[src/rtl/pipeline_sequencer_if.sv]
// Hazard/sequencing bundle between the 5-stage pipeline datapath and its sequencer.
// The datapath holds the master side; the sequencer holds the slave side.
interface pipeline_sequencer_if #(
  parameter int unsigned CNT_W = 16
);
  logic [4:0]       id_rs1, id_rs2, id_rd;
  logic             id_use_rs1, id_use_rs2, id_use_rd;
  logic             id_branch, id_a, branch_taken, id_call, id_jmpl;
  logic [4:0]       ex_rd, mem_rd, wb_rd;
  logic             ex_rf_en, mem_rf_en, wb_rf_en, ex_load;
  logic             mem_req, mem_ready;

  logic             pc_le, if_id_le, id_ex_le, ex_mem_le, mem_wb_le;
  logic             nop_sel, if_id_squash;
  logic [1:0]       forward_mx1, forward_mx2, forward_mx3, forward_pc;
  logic             mem_error;
  logic [CNT_W-1:0] stall_count, annul_count;

  modport master (
    output id_rs1, id_rs2, id_rd, id_use_rs1, id_use_rs2, id_use_rd,
           id_branch, id_a, branch_taken, id_call, id_jmpl,
           ex_rd, mem_rd, wb_rd, ex_rf_en, mem_rf_en, wb_rf_en, ex_load,
           mem_req, mem_ready,
    input  pc_le, if_id_le, id_ex_le, ex_mem_le, mem_wb_le, nop_sel, if_id_squash,
           forward_mx1, forward_mx2, forward_mx3, forward_pc,
           mem_error, stall_count, annul_count
  );

  modport slave (
    input  id_rs1, id_rs2, id_rd, id_use_rs1, id_use_rs2, id_use_rd,
           id_branch, id_a, branch_taken, id_call, id_jmpl,
           ex_rd, mem_rd, wb_rd, ex_rf_en, mem_rf_en, wb_rf_en, ex_load,
           mem_req, mem_ready,
    output pc_le, if_id_le, id_ex_le, ex_mem_le, mem_wb_le, nop_sel, if_id_squash,
           forward_mx1, forward_mx2, forward_mx3, forward_pc,
           mem_error, stall_count, annul_count
  );
endinterface

[src/rtl/pipeline_sequencer.sv]
// Hazard/sequence controller for the 5-stage SPARC pipeline: latch enables, bubble/squash,
// operand and PC forwarding selects, data-memory freeze with timeout, debug event counters.
module pipeline_sequencer #(
  parameter int unsigned HOLD_CYCLES = 4,
  parameter int unsigned MEM_TIMEOUT = 15,
  parameter int unsigned CNT_W       = 16
) (
  input logic                 clk,
  input logic                 clr,
  pipeline_sequencer_if.slave bus
);

  localparam int unsigned HoldW = (HOLD_CYCLES > 1) ? $clog2(HOLD_CYCLES) : 1;
  localparam int unsigned WaitW = (MEM_TIMEOUT > 1) ? $clog2(MEM_TIMEOUT) : 1;

  typedef enum logic [1:0] {StHold, StRun, StMemWait} state_e;

  state_e           state_q, state_d;
  logic [HoldW-1:0] hold_cnt_q, hold_cnt_d;
  logic [WaitW-1:0] wait_cnt_q, wait_cnt_d;
  logic [CNT_W-1:0] stall_cnt_q, stall_cnt_d, annul_cnt_q, annul_cnt_d;
  logic             mem_error_q, mem_error_d;

  logic [4:0] le;  // {PC, IF/ID, ID/EX, EX/MEM, MEM/WB}
  logic       nop_sel, squash;
  logic [1:0] fwd_pc;
  logic       ex_v, mem_v, wb_v, load_use, mem_stall, annul;

  function automatic logic [1:0] fwd_sel(input logic use_r, input logic [4:0] r,
                                         input logic ex_ok, input logic [4:0] ex_r,
                                         input logic mem_ok, input logic [4:0] mem_r,
                                         input logic wb_ok, input logic [4:0] wb_r);
    if (!use_r || r == 5'd0)        return 2'd0;
    else if (ex_ok && ex_r == r)    return 2'd3;
    else if (mem_ok && mem_r == r)  return 2'd2;
    else if (wb_ok && wb_r == r)    return 2'd1;
    else                            return 2'd0;
  endfunction

  assign ex_v  = bus.ex_rf_en  && bus.ex_rd  != 5'd0;
  assign mem_v = bus.mem_rf_en && bus.mem_rd != 5'd0;
  assign wb_v  = bus.wb_rf_en  && bus.wb_rd  != 5'd0;

  assign mem_stall = bus.mem_req && !bus.mem_ready;
  assign load_use  = bus.ex_load && ex_v &&
                     ((bus.id_use_rs1 && bus.id_rs1 == bus.ex_rd) ||
                      (bus.id_use_rs2 && bus.id_rs2 == bus.ex_rd) ||
                      (bus.id_use_rd  && bus.id_rd  == bus.ex_rd));
  assign annul     = bus.id_branch && bus.id_a && !bus.branch_taken;

  always_comb begin
    state_d     = state_q;
    hold_cnt_d  = hold_cnt_q;
    wait_cnt_d  = wait_cnt_q;
    stall_cnt_d = stall_cnt_q;
    annul_cnt_d = annul_cnt_q;
    mem_error_d = mem_error_q;
    le          = 5'b00000;
    nop_sel     = 1'b0;
    squash      = 1'b0;
    fwd_pc      = 2'd0;
    unique case (state_q)
      StHold: begin
        nop_sel = 1'b1;
        squash  = 1'b1;
        if (hold_cnt_q == HoldW'(HOLD_CYCLES - 1)) state_d = StRun;
        else                                       hold_cnt_d = hold_cnt_q + 1'b1;
      end
      StRun: begin
        if (mem_stall) begin
          state_d    = StMemWait;
          wait_cnt_d = '0;
        end else if (load_use) begin
          // Freeze PC and IF/ID, push a bubble into ID/EX; branch re-evaluates next cycle.
          le      = 5'b00111;
          nop_sel = 1'b1;
          if (stall_cnt_q != '1) stall_cnt_d = stall_cnt_q + 1'b1;
        end else begin
          le = 5'b11111;
          if (bus.id_jmpl)                                           fwd_pc = 2'd2;
          else if (bus.id_call || (bus.id_branch && bus.branch_taken)) fwd_pc = 2'd1;
          if (annul) begin
            squash = 1'b1;
            if (annul_cnt_q != '1) annul_cnt_d = annul_cnt_q + 1'b1;
          end
        end
      end
      StMemWait: begin
        if (bus.mem_ready) begin
          le      = 5'b11111;
          state_d = StRun;
        end else if (wait_cnt_q == WaitW'(MEM_TIMEOUT - 1)) begin
          mem_error_d = 1'b1;
          state_d     = StRun;
        end else begin
          wait_cnt_d = wait_cnt_q + 1'b1;
        end
      end
      default: state_d = StHold;
    endcase
  end

  always_ff @(posedge clk) begin
    if (!clr) begin
      state_q     <= StHold;
      hold_cnt_q  <= '0;
      wait_cnt_q  <= '0;
      stall_cnt_q <= '0;
      annul_cnt_q <= '0;
      mem_error_q <= 1'b0;
    end else begin
      state_q     <= state_d;
      hold_cnt_q  <= hold_cnt_d;
      wait_cnt_q  <= wait_cnt_d;
      stall_cnt_q <= stall_cnt_d;
      annul_cnt_q <= annul_cnt_d;
      mem_error_q <= mem_error_d;
    end
  end

  assign bus.pc_le        = le[4];
  assign bus.if_id_le     = le[3];
  assign bus.id_ex_le     = le[2];
  assign bus.ex_mem_le    = le[1];
  assign bus.mem_wb_le    = le[0];
  assign bus.nop_sel      = nop_sel;
  assign bus.if_id_squash = squash;
  assign bus.forward_pc   = fwd_pc;
  assign bus.forward_mx1  = fwd_sel(bus.id_use_rs1, bus.id_rs1, ex_v, bus.ex_rd,
                                    mem_v, bus.mem_rd, wb_v, bus.wb_rd);
  assign bus.forward_mx2  = fwd_sel(bus.id_use_rs2, bus.id_rs2, ex_v, bus.ex_rd,
                                    mem_v, bus.mem_rd, wb_v, bus.wb_rd);
  assign bus.forward_mx3  = fwd_sel(bus.id_use_rd, bus.id_rd, ex_v, bus.ex_rd,
                                    mem_v, bus.mem_rd, wb_v, bus.wb_rd);
  assign bus.mem_error    = mem_error_q;
  assign bus.stall_count  = stall_cnt_q;
  assign bus.annul_count  = annul_cnt_q;

endmodule

[src/flat_wrapper.sv]
// flat-port wrapper written by rule: the top's interface ports become plain ports
module pipeline_sequencer_flat 
#(
  parameter int unsigned HOLD_CYCLES = 4,
  parameter int unsigned MEM_TIMEOUT = 15,
  parameter int unsigned CNT_W       = 16
)
  (clk, clr, bus_id_rs1, bus_id_rs2, bus_id_rd, bus_id_use_rs1, bus_id_use_rs2, bus_id_use_rd, bus_id_branch, bus_id_a, bus_branch_taken, bus_id_call, bus_id_jmpl, bus_ex_rd, bus_mem_rd, bus_wb_rd, bus_ex_rf_en, bus_mem_rf_en, bus_wb_rf_en, bus_ex_load, bus_mem_req, bus_mem_ready, bus_pc_le, bus_if_id_le, bus_id_ex_le, bus_ex_mem_le, bus_mem_wb_le, bus_nop_sel, bus_if_id_squash, bus_forward_mx1, bus_forward_mx2, bus_forward_mx3, bus_forward_pc, bus_mem_error, bus_stall_count, bus_annul_count);
  pipeline_sequencer_if #(.CNT_W(CNT_W)) bus_i ();
  input logic clk;
  input logic clr;
  input wire logic [$bits(bus_i.id_rs1)-1:0] bus_id_rs1;
  input wire logic [$bits(bus_i.id_rs2)-1:0] bus_id_rs2;
  input wire logic [$bits(bus_i.id_rd)-1:0] bus_id_rd;
  input wire logic [$bits(bus_i.id_use_rs1)-1:0] bus_id_use_rs1;
  input wire logic [$bits(bus_i.id_use_rs2)-1:0] bus_id_use_rs2;
  input wire logic [$bits(bus_i.id_use_rd)-1:0] bus_id_use_rd;
  input wire logic [$bits(bus_i.id_branch)-1:0] bus_id_branch;
  input wire logic [$bits(bus_i.id_a)-1:0] bus_id_a;
  input wire logic [$bits(bus_i.branch_taken)-1:0] bus_branch_taken;
  input wire logic [$bits(bus_i.id_call)-1:0] bus_id_call;
  input wire logic [$bits(bus_i.id_jmpl)-1:0] bus_id_jmpl;
  input wire logic [$bits(bus_i.ex_rd)-1:0] bus_ex_rd;
  input wire logic [$bits(bus_i.mem_rd)-1:0] bus_mem_rd;
  input wire logic [$bits(bus_i.wb_rd)-1:0] bus_wb_rd;
  input wire logic [$bits(bus_i.ex_rf_en)-1:0] bus_ex_rf_en;
  input wire logic [$bits(bus_i.mem_rf_en)-1:0] bus_mem_rf_en;
  input wire logic [$bits(bus_i.wb_rf_en)-1:0] bus_wb_rf_en;
  input wire logic [$bits(bus_i.ex_load)-1:0] bus_ex_load;
  input wire logic [$bits(bus_i.mem_req)-1:0] bus_mem_req;
  input wire logic [$bits(bus_i.mem_ready)-1:0] bus_mem_ready;
  output wire logic [$bits(bus_i.pc_le)-1:0] bus_pc_le;
  output wire logic [$bits(bus_i.if_id_le)-1:0] bus_if_id_le;
  output wire logic [$bits(bus_i.id_ex_le)-1:0] bus_id_ex_le;
  output wire logic [$bits(bus_i.ex_mem_le)-1:0] bus_ex_mem_le;
  output wire logic [$bits(bus_i.mem_wb_le)-1:0] bus_mem_wb_le;
  output wire logic [$bits(bus_i.nop_sel)-1:0] bus_nop_sel;
  output wire logic [$bits(bus_i.if_id_squash)-1:0] bus_if_id_squash;
  output wire logic [$bits(bus_i.forward_mx1)-1:0] bus_forward_mx1;
  output wire logic [$bits(bus_i.forward_mx2)-1:0] bus_forward_mx2;
  output wire logic [$bits(bus_i.forward_mx3)-1:0] bus_forward_mx3;
  output wire logic [$bits(bus_i.forward_pc)-1:0] bus_forward_pc;
  output wire logic [$bits(bus_i.mem_error)-1:0] bus_mem_error;
  output wire logic [$bits(bus_i.stall_count)-1:0] bus_stall_count;
  output wire logic [$bits(bus_i.annul_count)-1:0] bus_annul_count;
  assign bus_i.id_rs1 = bus_id_rs1;
  assign bus_i.id_rs2 = bus_id_rs2;
  assign bus_i.id_rd = bus_id_rd;
  assign bus_i.id_use_rs1 = bus_id_use_rs1;
  assign bus_i.id_use_rs2 = bus_id_use_rs2;
  assign bus_i.id_use_rd = bus_id_use_rd;
  assign bus_i.id_branch = bus_id_branch;
  assign bus_i.id_a = bus_id_a;
  assign bus_i.branch_taken = bus_branch_taken;
  assign bus_i.id_call = bus_id_call;
  assign bus_i.id_jmpl = bus_id_jmpl;
  assign bus_i.ex_rd = bus_ex_rd;
  assign bus_i.mem_rd = bus_mem_rd;
  assign bus_i.wb_rd = bus_wb_rd;
  assign bus_i.ex_rf_en = bus_ex_rf_en;
  assign bus_i.mem_rf_en = bus_mem_rf_en;
  assign bus_i.wb_rf_en = bus_wb_rf_en;
  assign bus_i.ex_load = bus_ex_load;
  assign bus_i.mem_req = bus_mem_req;
  assign bus_i.mem_ready = bus_mem_ready;
  assign bus_pc_le = bus_i.pc_le;
  assign bus_if_id_le = bus_i.if_id_le;
  assign bus_id_ex_le = bus_i.id_ex_le;
  assign bus_ex_mem_le = bus_i.ex_mem_le;
  assign bus_mem_wb_le = bus_i.mem_wb_le;
  assign bus_nop_sel = bus_i.nop_sel;
  assign bus_if_id_squash = bus_i.if_id_squash;
  assign bus_forward_mx1 = bus_i.forward_mx1;
  assign bus_forward_mx2 = bus_i.forward_mx2;
  assign bus_forward_mx3 = bus_i.forward_mx3;
  assign bus_forward_pc = bus_i.forward_pc;
  assign bus_mem_error = bus_i.mem_error;
  assign bus_stall_count = bus_i.stall_count;
  assign bus_annul_count = bus_i.annul_count;
  pipeline_sequencer #(.HOLD_CYCLES(HOLD_CYCLES), .MEM_TIMEOUT(MEM_TIMEOUT), .CNT_W(CNT_W)) u_core (.clk(clk), .clr(clr), .bus(bus_i));
endmodule
[config.mk]
export PLATFORM = sky130hd
export DESIGN_NAME = pipeline_sequencer_flat
export DESIGN_NICKNAME = d
export VERILOG_FILES = /design/src/rtl/pipeline_sequencer_if.sv /design/src/rtl/pipeline_sequencer.sv /design/src/flat_wrapper.sv
export SDC_FILE = /design/constraint.sdc
export NUM_CORES = 1
export LEC_CHECK = 0
export CAP_MARGIN = 30
export CORE_MARGIN = 3
export CORE_UTILIZATION = 47
export DETAILED_ROUTE_END_ITERATION = 12
export PLACE_DENSITY = 0.89
export SYNTH_ARGS = -nofsm -noshare
export SYNTH_HDL_FRONTEND = slang
export SYNTH_SLANG_ARGS = --single-unit
[constraint.sdc]
create_clock -name clk -period 2.4 [get_ports clk]
set_input_delay 0.24 -clock clk [delete_from_list [all_inputs] [get_ports clk]]
set_output_delay 0.24 -clock clk [all_outputs]
set_load 0.01 [all_outputs]
==> key figures, run 1 <==
Outcome
  • Status: finished clean

Layout
  • Nets: 547
  • Fill cell count: 406
  • Multi-input logic area: about 0.002 mm2
  • Design area: 0.00435 mm2
  • Most frequent cells in the layout: clkdlybuf4s50_1 (77), buf_4 (45), dfxtp_1 (41)
  • Layout cell share with drive strength beyond 1: 0.144
  • Most common cell after layout, fill and taps aside: clkdlybuf4s50_1
  • Antenna diodes: 0
  • Area Overhead vs Synth: 51.2%
  • Register area: 821 um2
  • Non-Filler Instances: between 500 and 600

Synthesis
  • Yosys warnings: 0
  • Ys async rst share: 0
  • Syn Std Cell Area: 0.00288 mm2
  • Post-synthesis cell count: 363
  • Post-synth EDFFs: 0
  • Count of cell types in the netlist: 43
  • Syn Nets: about 420
  • FF+latch count, synth: 41
  • Ys flop type: dfxtp_1
  • Syn Area/Cell: a little under 8 um2
  • Sequential area share after synthesis: 0.285

Die
  • Die W: ~84 um
  • Starting Density: 0.504
  • Die area: 0.00709 mm2
  • Boundary Pins: 94
  • Core area: 0.00571 mm2
  • Rows: 27
  • Die Y: around 84 um

Worst hold path
  • Hold Path End: u_core.bus.annul_count[12]
  • Worst hold path type: register to register
  • Worst hold path startpoint: u_core.bus.annul_count[12]
  • Hold Crit Depth: 2

Placement
  • Detailed Place HPWL: approximately 7.3 mm
  • Total placed cells including tap cells: between 500 and 600
  • Post-place setup slack: -0.410 ns
  • Gpl congestion: around 0.98
  • Dpl cell area: 0.00418 mm2
  • Number of port buffers: just over 90

Worst setup path
  • Reg2Reg Capture Point: u_core.bus.annul_count[14]
  • Critical path endpoint category: primary output
  • Setup crit start kind: input pin
  • Reg2reg path depth: 7
  • Critical Path AT: 2.08 ns
  • R2r setup slk: around 0.15 ns
  • Max FO, Critical Path: 3
  • R2r startpoint: u_core.bus.annul_count[10]
  • CP Data Required Time: approximately 2.2 ns
  • Critical-path cell list: clkdlybuf4s50_1, or4_1, o21a_1, nand4_1, nand3_1, a21oi_1, dlygate4sd2_1
  • Slowest cell on crit path: or4_1
  • Worst path max stage delay: 0.53 ns
  • Setup CP Type: input pin to primary output

Power and ir drop
  • P_leak: about 0.0016 uW
  • Sw frac: 0.297
  • Internal: around 1400 uW
  • Reg power frac: 0.355
  • Clock Power Share: 0.338
  • Pwr/cell area: roughly 470 mW/mm2
  • Comb power frac: 0.307
  • NetSw: about 600 uW
  • VDD IR max: roughly 0.44 mV

STA
  • Final worst setup slack: just under 0.08 ns
  • Final hold viol count: 0
  • Worst slew pin tran: 0.412 ns
  • Post-route minimum period: 2.32 ns
  • Unrepaired setup endpoints after global routing: no
  • Relative slew slack: 0.723
  • Endpoints failing setup: 0
  • Clock skew: approximately 0.0087 ns
  • Worst hold margin: between 0.5 and 0.6 ns
  • Tcrit/Tclk final: 0.967
  • Max Fclk: 431 MHz
  • Slew Viols, Final: 0

GRT
  • Number of global-route vias before repair: around 3,400
  • Grt ovf: 0
  • First-pass GRT wire length: between 15 and 20 mm
  • Tot GR Track Use: 0.265
  • Initial antenna violation count: 0
  • Pin count of the biggest net entering global routing: 31

Clocking
  • CTS max path bufs: 2
  • Post-cts hold buffer count: 0
  • Root Driver: clkbuf_8
  • # clock sinks: 41
  • H-tree depth: 2
  • Clock transition at path regs: around 0.090 ns
  • CTS tree: done
  • CTS buffer count: 5
  • Worst skew pair latency: about 0.30 ns

Detailed routing
  • WL/cell: approximately 17 um
  • Drt drc: 0
  • First DRT Iteration DRCs: 154
  • Detail Route Antenna Nets: 0
  • Routed vias/inst: just under 6
  • DR pass1 iterations: 5
  • Vias: roughly 3,400
  • Total wire length: 9.47 mm

Run
  • Max_cap viols: 0
[layer usage]
layer	track usage	vias to the layer above	wire, um
li1	-	1605	-
met1	0.300	1604	3630
met2	0.488	137	4980
met3	0.0451	24	612
met4	0.111	0	240
met5	0	-	0
[how the worst max path moves through the flow]
| stage | start | endpoint | slack [ns] | depth (start not counted) |
|---|---|---|---|---|
| floorplan | bus_ex_rd[0] | bus_pc_le | 0.16 | 9 |
| global placement | bus_ex_rd[0] | bus_forward_pc[0] | -0.31 | 7 |
| detailed placement | bus_ex_rd[0] | bus_forward_pc[0] | -0.41 | 7 |
| CTS | bus_mem_rd[0] | bus_forward_mx2[0] | 0.009 | 7 |
| global route | bus_mem_rd[0] | bus_forward_mx1[0] | 0.002 | 7 |
| finish | bus_mem_rd[0] | bus_forward_mx1[0] | 0.08 | 7 |
[synthesized netlist by cell type, drive strengths merged, types with 6 or more instances]
library cell | count | area (um2)
dfxtp | 41 | 821
a21oi | 31 | 155
xnor2 | 31 | 272
nand3 | 29 | 145
nand2 | 27 | 101
or4 | 26 | 195
o31ai | 19 | 143
xor2 | 16 | 140
nor2 | 15 | 56.3
o21ai | 15 | 75.1
inv | 13 | 48.8
clkbuf | 11 | 41.3
and3 | 8 | 50.1
ha | 8 | 100
nand4 | 8 | 50.1
nor3 | 8 | 40.0
mux2i | 7 | 70.1
buf | 6 | 43.8
nand2b | 6 | 37.5
o21a | 6 | 52.6
[per-stage QoR]
stage,setup TNS [ns],util,total power (uW)
2_1_floorplan,0,-,1060
3_3_place_gp,-5.16,0.732,1330
5_1_grt,0,0.762,2140
6_report,0,0.762,2050
4_1_cts,0,0.754,2020
3_5_place_dp,-6.66,0.732,1350
[final cells by class]
cell class                 instances  share of cell area
timing repair buffer             140               0.294
tap                               72              0.0207
sequential                        41               0.189
multi-input combinational        292               0.454
clock inverter                     3              0.0158
clock buffer                       5              0.0158
inverter                          13              0.0112
[flip-flops by register name, summed over array words and instances, names as in the netlist]
| name | count |
|---|---|
| u_core.state_q | 2 |
| u_core.hold_cnt_q | 2 |
| u_core.bus.stall_count | 16 |
| u_core.wait_cnt_q | 4 |
| u_core.bus.mem_error | 1 |
| u_core.bus.annul_count | 16 |
[cell families after synthesis]
logic type / synth area share
AND/OR/NAND/NOR: 0.281
AO/OA/AOI/OAI: 0.185
XOR/XNOR: 0.143
flip-flops: 0.285
buffers and inverters: 0.0466
adder cells (fa/ha/maj): 0.0348
multiplexers: 0.0244
[power groups by stage]
stage | Combinational (uW) | Clock [uW] | Sequential (uW)
after floorplan | 320 | 0 | 737
after global placement | 589 | 0 | 738
after detailed placement | 611 | 0 | 743
after CTS | 599 | 691 | 726
after global routing | 685 | 730 | 729
final | 627 | 692 | 726
[worst max-delay path, delay by kind of cell]
kind,cells,cell delay [ns]
buf+inv,2,0.70
simple gates,3,0.73
compound gates,2,0.41
[repair_timing]
action | in CTS | in global routing
resized for setup | 30 | 15
endpoints found under the setup margin | 13 | 17
pin swaps | 2 | 3
buffers inserted | 0 | 0
(Power assumes the default switching activity.)
==> run 2, diff against run 1 <==
==> constraint.sdc (replaced) <==
create_clock -name clk -period 2.2 [get_ports clk]
set_input_delay 0.22 -clock clk [delete_from_list [all_inputs] [get_ports clk]]
set_output_delay 0.22 -clock clk [all_outputs]
set_load 0.01 [all_outputs]
==> run 2 against run 1 <==
Flip-flop and latch count stayed put. Worst hold slack better by 0.0068 ns. Global-route usage shrank 0.38 points. Critical path depth is the same. First-iteration DRC count rose by 29%. Clock skew shrank 0.00068 ns. Utilization rose by 1.6 points. Register-to-register slack worse by 0.04 ns. Via count rose by 2.0%. Die area did not move. Largest power group unchanged.
==> key figures, run 2 (same netlist as run 1, synthesis figures left out) <==
Power and ir drop
  • P_leak: 0.00166 uW (+3.7%)
  • Clock Power Share: 0.267 (-0.071)
  • NetSw: 657 uW (+8.1%)
  • Comb power frac: 0.345 (+0.038)
  • Internal: 1380 uW (-4.1%)
  • Sw frac: 0.323 (+0.0257)
  • Pwr/cell area: 458 mW/mm2 (-2.6%)
  • VDD IR max: 0.334 mV (-24%)
  • Reg power frac: 0.388 (+0.033)

STA
  • Clock skew: 0.00804 ns (-0.000676 ns)
  • Final hold viol count: 0 (unchanged)
  • Slew Viols, Final: 0 (unchanged)
  • Max Fclk: 459 MHz
  • Tcrit/Tclk final: 0.991
  • Endpoints failing setup: 0 (unchanged)
  • Total Neg Setup Slack: 0 ns (unchanged)
  • Worst slew pin tran: 0.397 ns (-0.0156 ns)
  • Worst hold margin: 0.509 ns (+0.00681 ns)
  • Relative slew slack: 0.734 (+0.0105)
  • Post-route minimum period: about 2.2 ns

Clocking
  • Clock transition at path regs: 0.08 ns (about the same)
  • # clock sinks: 41 (unchanged)
  • H-tree depth: 2 (unchanged)
  • Worst skew pair latency: 0.30 ns (about the same)
  • CTS buffer count: 5 (unchanged)
  • CTS max path bufs: 2 (unchanged)
  • Root Driver: clkbuf_8
  • CTS tree: done
  • Post-cts hold buffer count: 0 (unchanged)

Layout
  • Most frequent cells in the layout: clkdlybuf4s50_1 (69), buf_4 (58), dfxtp_1 (40)
  • Antenna diodes: 0 (unchanged)
  • Layout cell share with drive strength beyond 1: 0.193 (+0.0496)
  • Nets: 560 (+2.4%)
  • Most common cell after layout, fill and taps aside: clkdlybuf4s50_1
  • Area Overhead vs Synth: 54.4%
  • Fill cell count: 380 (-6.4%)

Worst hold path
  • Worst hold path type: register to register
  • Hold Crit Depth: 2 (unchanged)

Die
  • Die area: 0.00709 mm2 (unchanged)
  • Die W: 84.2 um (unchanged)
  • Rows: 27 (unchanged)
  • Die Y: 84.2 um (unchanged)
  • Core area: 0.00571 mm2 (unchanged)
  • Boundary Pins: 94 (unchanged)
  • Starting Density: 0.504 (unchanged)

GRT
  • Number of global-route vias before repair: 3,402 (-0.23%)
  • Grt ovf: 0 (unchanged)
  • First-pass GRT wire length: 15.5 mm (-0.97%)
  • Tot GR Track Use: 0.261 (-0.00378)
  • Pin count of the biggest net entering global routing: 31 (unchanged)
  • Initial antenna violation count: 0 (unchanged)

Worst setup path
  • Reg2reg path depth: 7 (unchanged)
  • Setup CP Type: input pin to primary output
  • Critical path endpoint category: primary output
  • Max FO, Critical Path: 3 (unchanged)
  • CP Data Required Time: 1.98 ns (-0.18 ns)
  • Setup crit start kind: input pin
  • Critical Path AT: 1.96 ns (-0.12 ns)

Placement
  • Detailed Place HPWL: 7.33 mm (+0.98%)
  • Number of port buffers: 93 (unchanged)
  • Gpl congestion: 0.945 (-3.3%)

Detailed routing
  • WL/cell: 16.5 um (-1.6%)
  • DR pass1 iterations: 5 (unchanged)
  • Total wire length: 9.53 mm (+0.70%)
  • First DRT Iteration DRCs: 199 (+29%)
  • Routed vias/inst: 5.94 (-0.24%)
  • Detail Route Antenna Nets: 0 (unchanged)
  • Drt drc: 0 (unchanged)
  • Vias: 3,439 (+2.0%)

Outcome
  • Status: finished clean

Run
  • Max_cap viols: 0 (unchanged)
[run 2: path summary, 6_finish.rpt]
kind | end | from | slack (ns)
max | bus_forward_mx3[1] | bus_mem_rd[3] | 0.02
min reg2reg | u_core.wait_cnt_q[0] | u_core.wait_cnt_q[0] | 0.51
min | u_core.wait_cnt_q[0] | u_core.wait_cnt_q[0] | 0.51
max reg2reg | u_core.bus.annul_count[3] | u_core.bus.annul_count[8] | 0.11
[run 2: stage by stage]
| stage | worst slack (ns) | std cells | total power, uW | cell area (um2) | utilization |
|---|---|---|---|---|---|
| floorplan | 0.000469 | 363 | 1150 | 2880 | - |
| global placement | -0.482 | 570 | 1470 | 4270 | 0.747 |
| detailed placement | -0.583 | 570 | 1500 | 4270 | 0.747 |
| CTS | 0.00427 | 578 | 2010 | 4370 | 0.765 |
| global route | -0.0613 | 579 | 2120 | 4440 | 0.778 |
| finish | 0.0202 | 579 | 2030 | 4440 | 0.778 |
[run 2: what timing repair did]
item	4_1_cts	5_1_grt
gates resized for setup	55	23
buffers inserted	0	1
pin swaps	4	13
setup endpoints to repair	30	31
[run 2: power groups by stage]
stage	combinational, uW	clock [uW]	sequential [uW]
after floorplan	349	0	804
after global placement	664	0	805
after detailed placement	689	0	807
after CTS	681	539	790
after global routing	764	566	793
final	702	543	790
[run 2: worst max-delay path: stages]
cell and delay [ns]:
clkdlybuf4s50_1 0.43, or4_4 0.53, o21a_1 0.23, nand4_1 0.12
buf_4 0.12, a21oi_1 0.07, clkdlybuf4s15_2 0.23
[run 2: layout make-up]
cell class	instances	area, um2	share of cell area
Sequential cell	41	822	0.185
Timing Repair Buffer	153	1370	0.308
Clock inverter	2	13.8	0.00310
Multi-Input combinational cell	292	2020	0.454
Tap cell	72	90.1	0.0203
Inverter	13	48.8	0.0110
Clock buffer	6	82.6	0.0186
[run 2: metal layers]
metal,up-vias,wire (um),track usage
li1,1630,-,-
met1,1631,3750,0.297
met2,160,4870,0.479
met3,18,781,0.0658
met4,0,136,0.0775
met5,-,0,0
==> run 3, diff against run 2 <==
--- a/config.mk
+++ b/config.mk
@@ -7,9 +7,11 @@
 export LEC_CHECK = 0
 export CAP_MARGIN = 30
 export CORE_MARGIN = 3
-export CORE_UTILIZATION = 47
+export CORE_UTILIZATION = 42
 export DETAILED_ROUTE_END_ITERATION = 12
-export PLACE_DENSITY = 0.89
+export MAX_ROUTING_LAYER = met4
+export PLACE_DENSITY = 0.84
+export SLEW_MARGIN = 20
 export SYNTH_ARGS = -nofsm -noshare
 export SYNTH_HDL_FRONTEND = slang
 export SYNTH_SLANG_ARGS = --single-unit
==> constraint.sdc (replaced) <==
create_clock -name clk -period 1.8 [get_ports clk]
set_input_delay 0.18 -clock clk [delete_from_list [all_inputs] [get_ports clk]]
set_output_delay 0.18 -clock clk [all_outputs]
set_load 0.01 [all_outputs]
==> run 3 against run 2 <==
The run now ends with negative setup slack left. Critical path type is now register to register. Sequential share of layout area decreased by 3.3 points. Combinational power up 72%. Final area grew 25%. First-iteration DRC count up 130%. Flip-flop and latch count unchanged. Largest cell class unchanged. Critical path depth is the same. Non-clock buffer count grew 60. Clock power increased by 48%. Highest routed layer unchanged.
==> key figures, run 3 (same netlist as run 1, synthesis figures left out) <==
Clocking
  • CTS tree: done
  • Clock transition at path regs: 0.09 ns (about the same)
  • CTS max path bufs: 2 (unchanged)
  • Worst skew pair latency: 0.32 ns (+0.02 ns)
  • # clock sinks: 41 (unchanged)
  • CTS buffer count: 5 (unchanged)
  • H-tree depth: 2 (unchanged)
  • Root Driver: clkbuf_8

STA
  • Endpoints failing setup: 41 (+41)
  • Tcrit/Tclk final: 1.29
  • Slew Viols, Final: 0 (unchanged)
  • Worst slew pin tran: 0.399 ns (+0.00290 ns)
  • Relative slew slack: 0.734 (about the same)
  • Total Neg Setup Slack: -9.18 ns (-9.18 ns)
  • Worst hold margin: 0.534 ns (+0.0250 ns)
  • Final worst setup slack: -0.530 ns (-0.550 ns)
  • Max Fclk: between 400 and 500 MHz
  • Unrepaired setup endpoints after global routing: yes
  • Clock skew: 0.0191 ns (+0.0111 ns)
  • Final hold viol count: 0 (unchanged)
  • Post-route minimum period: 2.33 ns

Die
  • Die W: 88.7 um (+5.4%)
  • Die area: 0.00787 mm2 (+11%)
  • Starting Density: 0.443 (-0.0609)
  • Core area: 0.00649 mm2 (+14%)
  • Rows: 29 (+7.4%)
  • Boundary Pins: 94 (unchanged)
  • Die Y: 88.7 um (+5.4%)

Outcome
  • Status: finished, violations left
  • Failing checks: negative setup slack

Placement
  • Number of port buffers: 93 (unchanged)
  • Gpl congestion: 0.966 (+2.3%)
  • Detailed Place HPWL: 7.62 mm (+3.9%)

Layout
  • Antenna diodes: 0 (unchanged)
  • Layout cell share with drive strength beyond 1: 0.494 (+0.301)
  • Area Overhead vs Synth: 92.5%
  • Nets: 620 (+11%)
  • Most frequent cells in the layout: buf_4 (105), clkdlybuf4s50_1 (46), dfxtp_1 (30)
  • Most common cell after layout, fill and taps aside: buf_4

GRT
  • Initial antenna violation count: 0 (unchanged)
  • First-pass GRT wire length: 19.2 mm (+25%)
  • Number of global-route vias before repair: 3,982 (+17%)
  • Pin count of the biggest net entering global routing: 27 (-13%)
  • Tot GR Track Use: 0.320 (+0.0590)
  • Grt ovf: 0 (unchanged)

Detailed routing
  • DR pass1 iterations: 5 (unchanged)
  • Vias: 4,273 (+24%)
  • Routed vias/inst: 6.64 (+12%)
  • Drt drc: 0 (unchanged)
  • First DRT Iteration DRCs: 462 (+130%)
  • Total wire length: 15.2 mm (+59%)
  • Detail Route Antenna Nets: 0 (unchanged)
  • WL/cell: 23.6 um (+43%)

Worst setup path
  • CP Data Required Time: 2.02 ns (+0.04 ns)
  • Setup crit start kind: register
  • Critical Path AT: 2.55 ns (+0.59 ns)
  • Critical path endpoint category: register
  • Max FO, Critical Path: 13 (+10)
  • Setup CP Type: register to register

Power and ir drop
  • P_leak: 0.00213 uW (+28%)
  • Pwr/cell area: 539 mW/mm2 (+18%)
  • VDD IR max: 0.298 mV (-11%)

Worst hold path
  • Worst hold path type: register to register

Run
  • Max_cap viols: 0 (unchanged)
run 3: per-stage QoR:
stage,std cells,util,setup slack (ns),cell area [um2],total power [uW]
after global placement,612,0.714,-0.793,4640,1870
final,644,0.852,-0.530,5530,2980
after CTS,637,0.787,-0.316,5110,2720
after detailed placement,612,0.714,-0.844,4640,1910
after floorplan,363,-,-0.192,3010,1430
after global routing,644,0.852,-0.552,5530,3060
run 3: final cells by class:
type                            count  area [um2]
Timing Repair Buffer              213        1850
Clock inverter                      3        46.3
Fill cell                         307         961
Tap cell                           77        96.3
Clock buffer                        5        68.8
Multi-Input combinational cell    292        2580
Sequential cell                    41         845
Inverter                           13        48.8
run 3: what timing repair did:
item	in CTS	in global routing
hold buffers	0	0
gates resized for setup	157	118
cloned	5	0
pin swaps	34	39
endpoints found under the setup margin	47	51
setup buffers	12	8
hold endpoints to repair	0	0
run 3: worst paths after layout:
kind | startpoint | end | slack [ns] | cells past startpoint
setup / recovery | u_core.bus.annul_count[7] | u_core.bus.annul_count[3] | -0.53 | 7
hold / removal | u_core.wait_cnt_q[1] | u_core.wait_cnt_q[1] | 0.53 | 2
setup reg to reg | u_core.bus.annul_count[7] | u_core.bus.annul_count[3] | -0.53 | 7
hold reg to reg | u_core.wait_cnt_q[1] | u_core.wait_cnt_q[1] | 0.53 | 2
run 3: metal layers:
| layer | global-route usage | part of all wire | vias to the layer above |
|---|---|---|---|
| met4 | 0.150 | 0.079 | 0 |
| li1 | - | - | 1751 |
| met2 | 0.538 | 0.48 | 423 |
| met3 | 0.0503 | 0.11 | 141 |
| met1 | 0.373 | 0.34 | 1958 |
| met5 | - | 0 | - |
run 3: critical path, stage by stage (launching register included):
cell	delay, ns
dfxtp_4	0.36
and4_4	0.21
and3_4	0.19
and3_4	0.20
a311o_2	0.37
buf_12	0.17
or4_4	0.53
a21oi_2	0.22
run 3: where the power goes:
part	switching, uW	total (uW)	internal, uW
Combinational	608	1210	599
Sequential	32.8	972	939
Clock	388	804	416
Total	1030	2980	1950
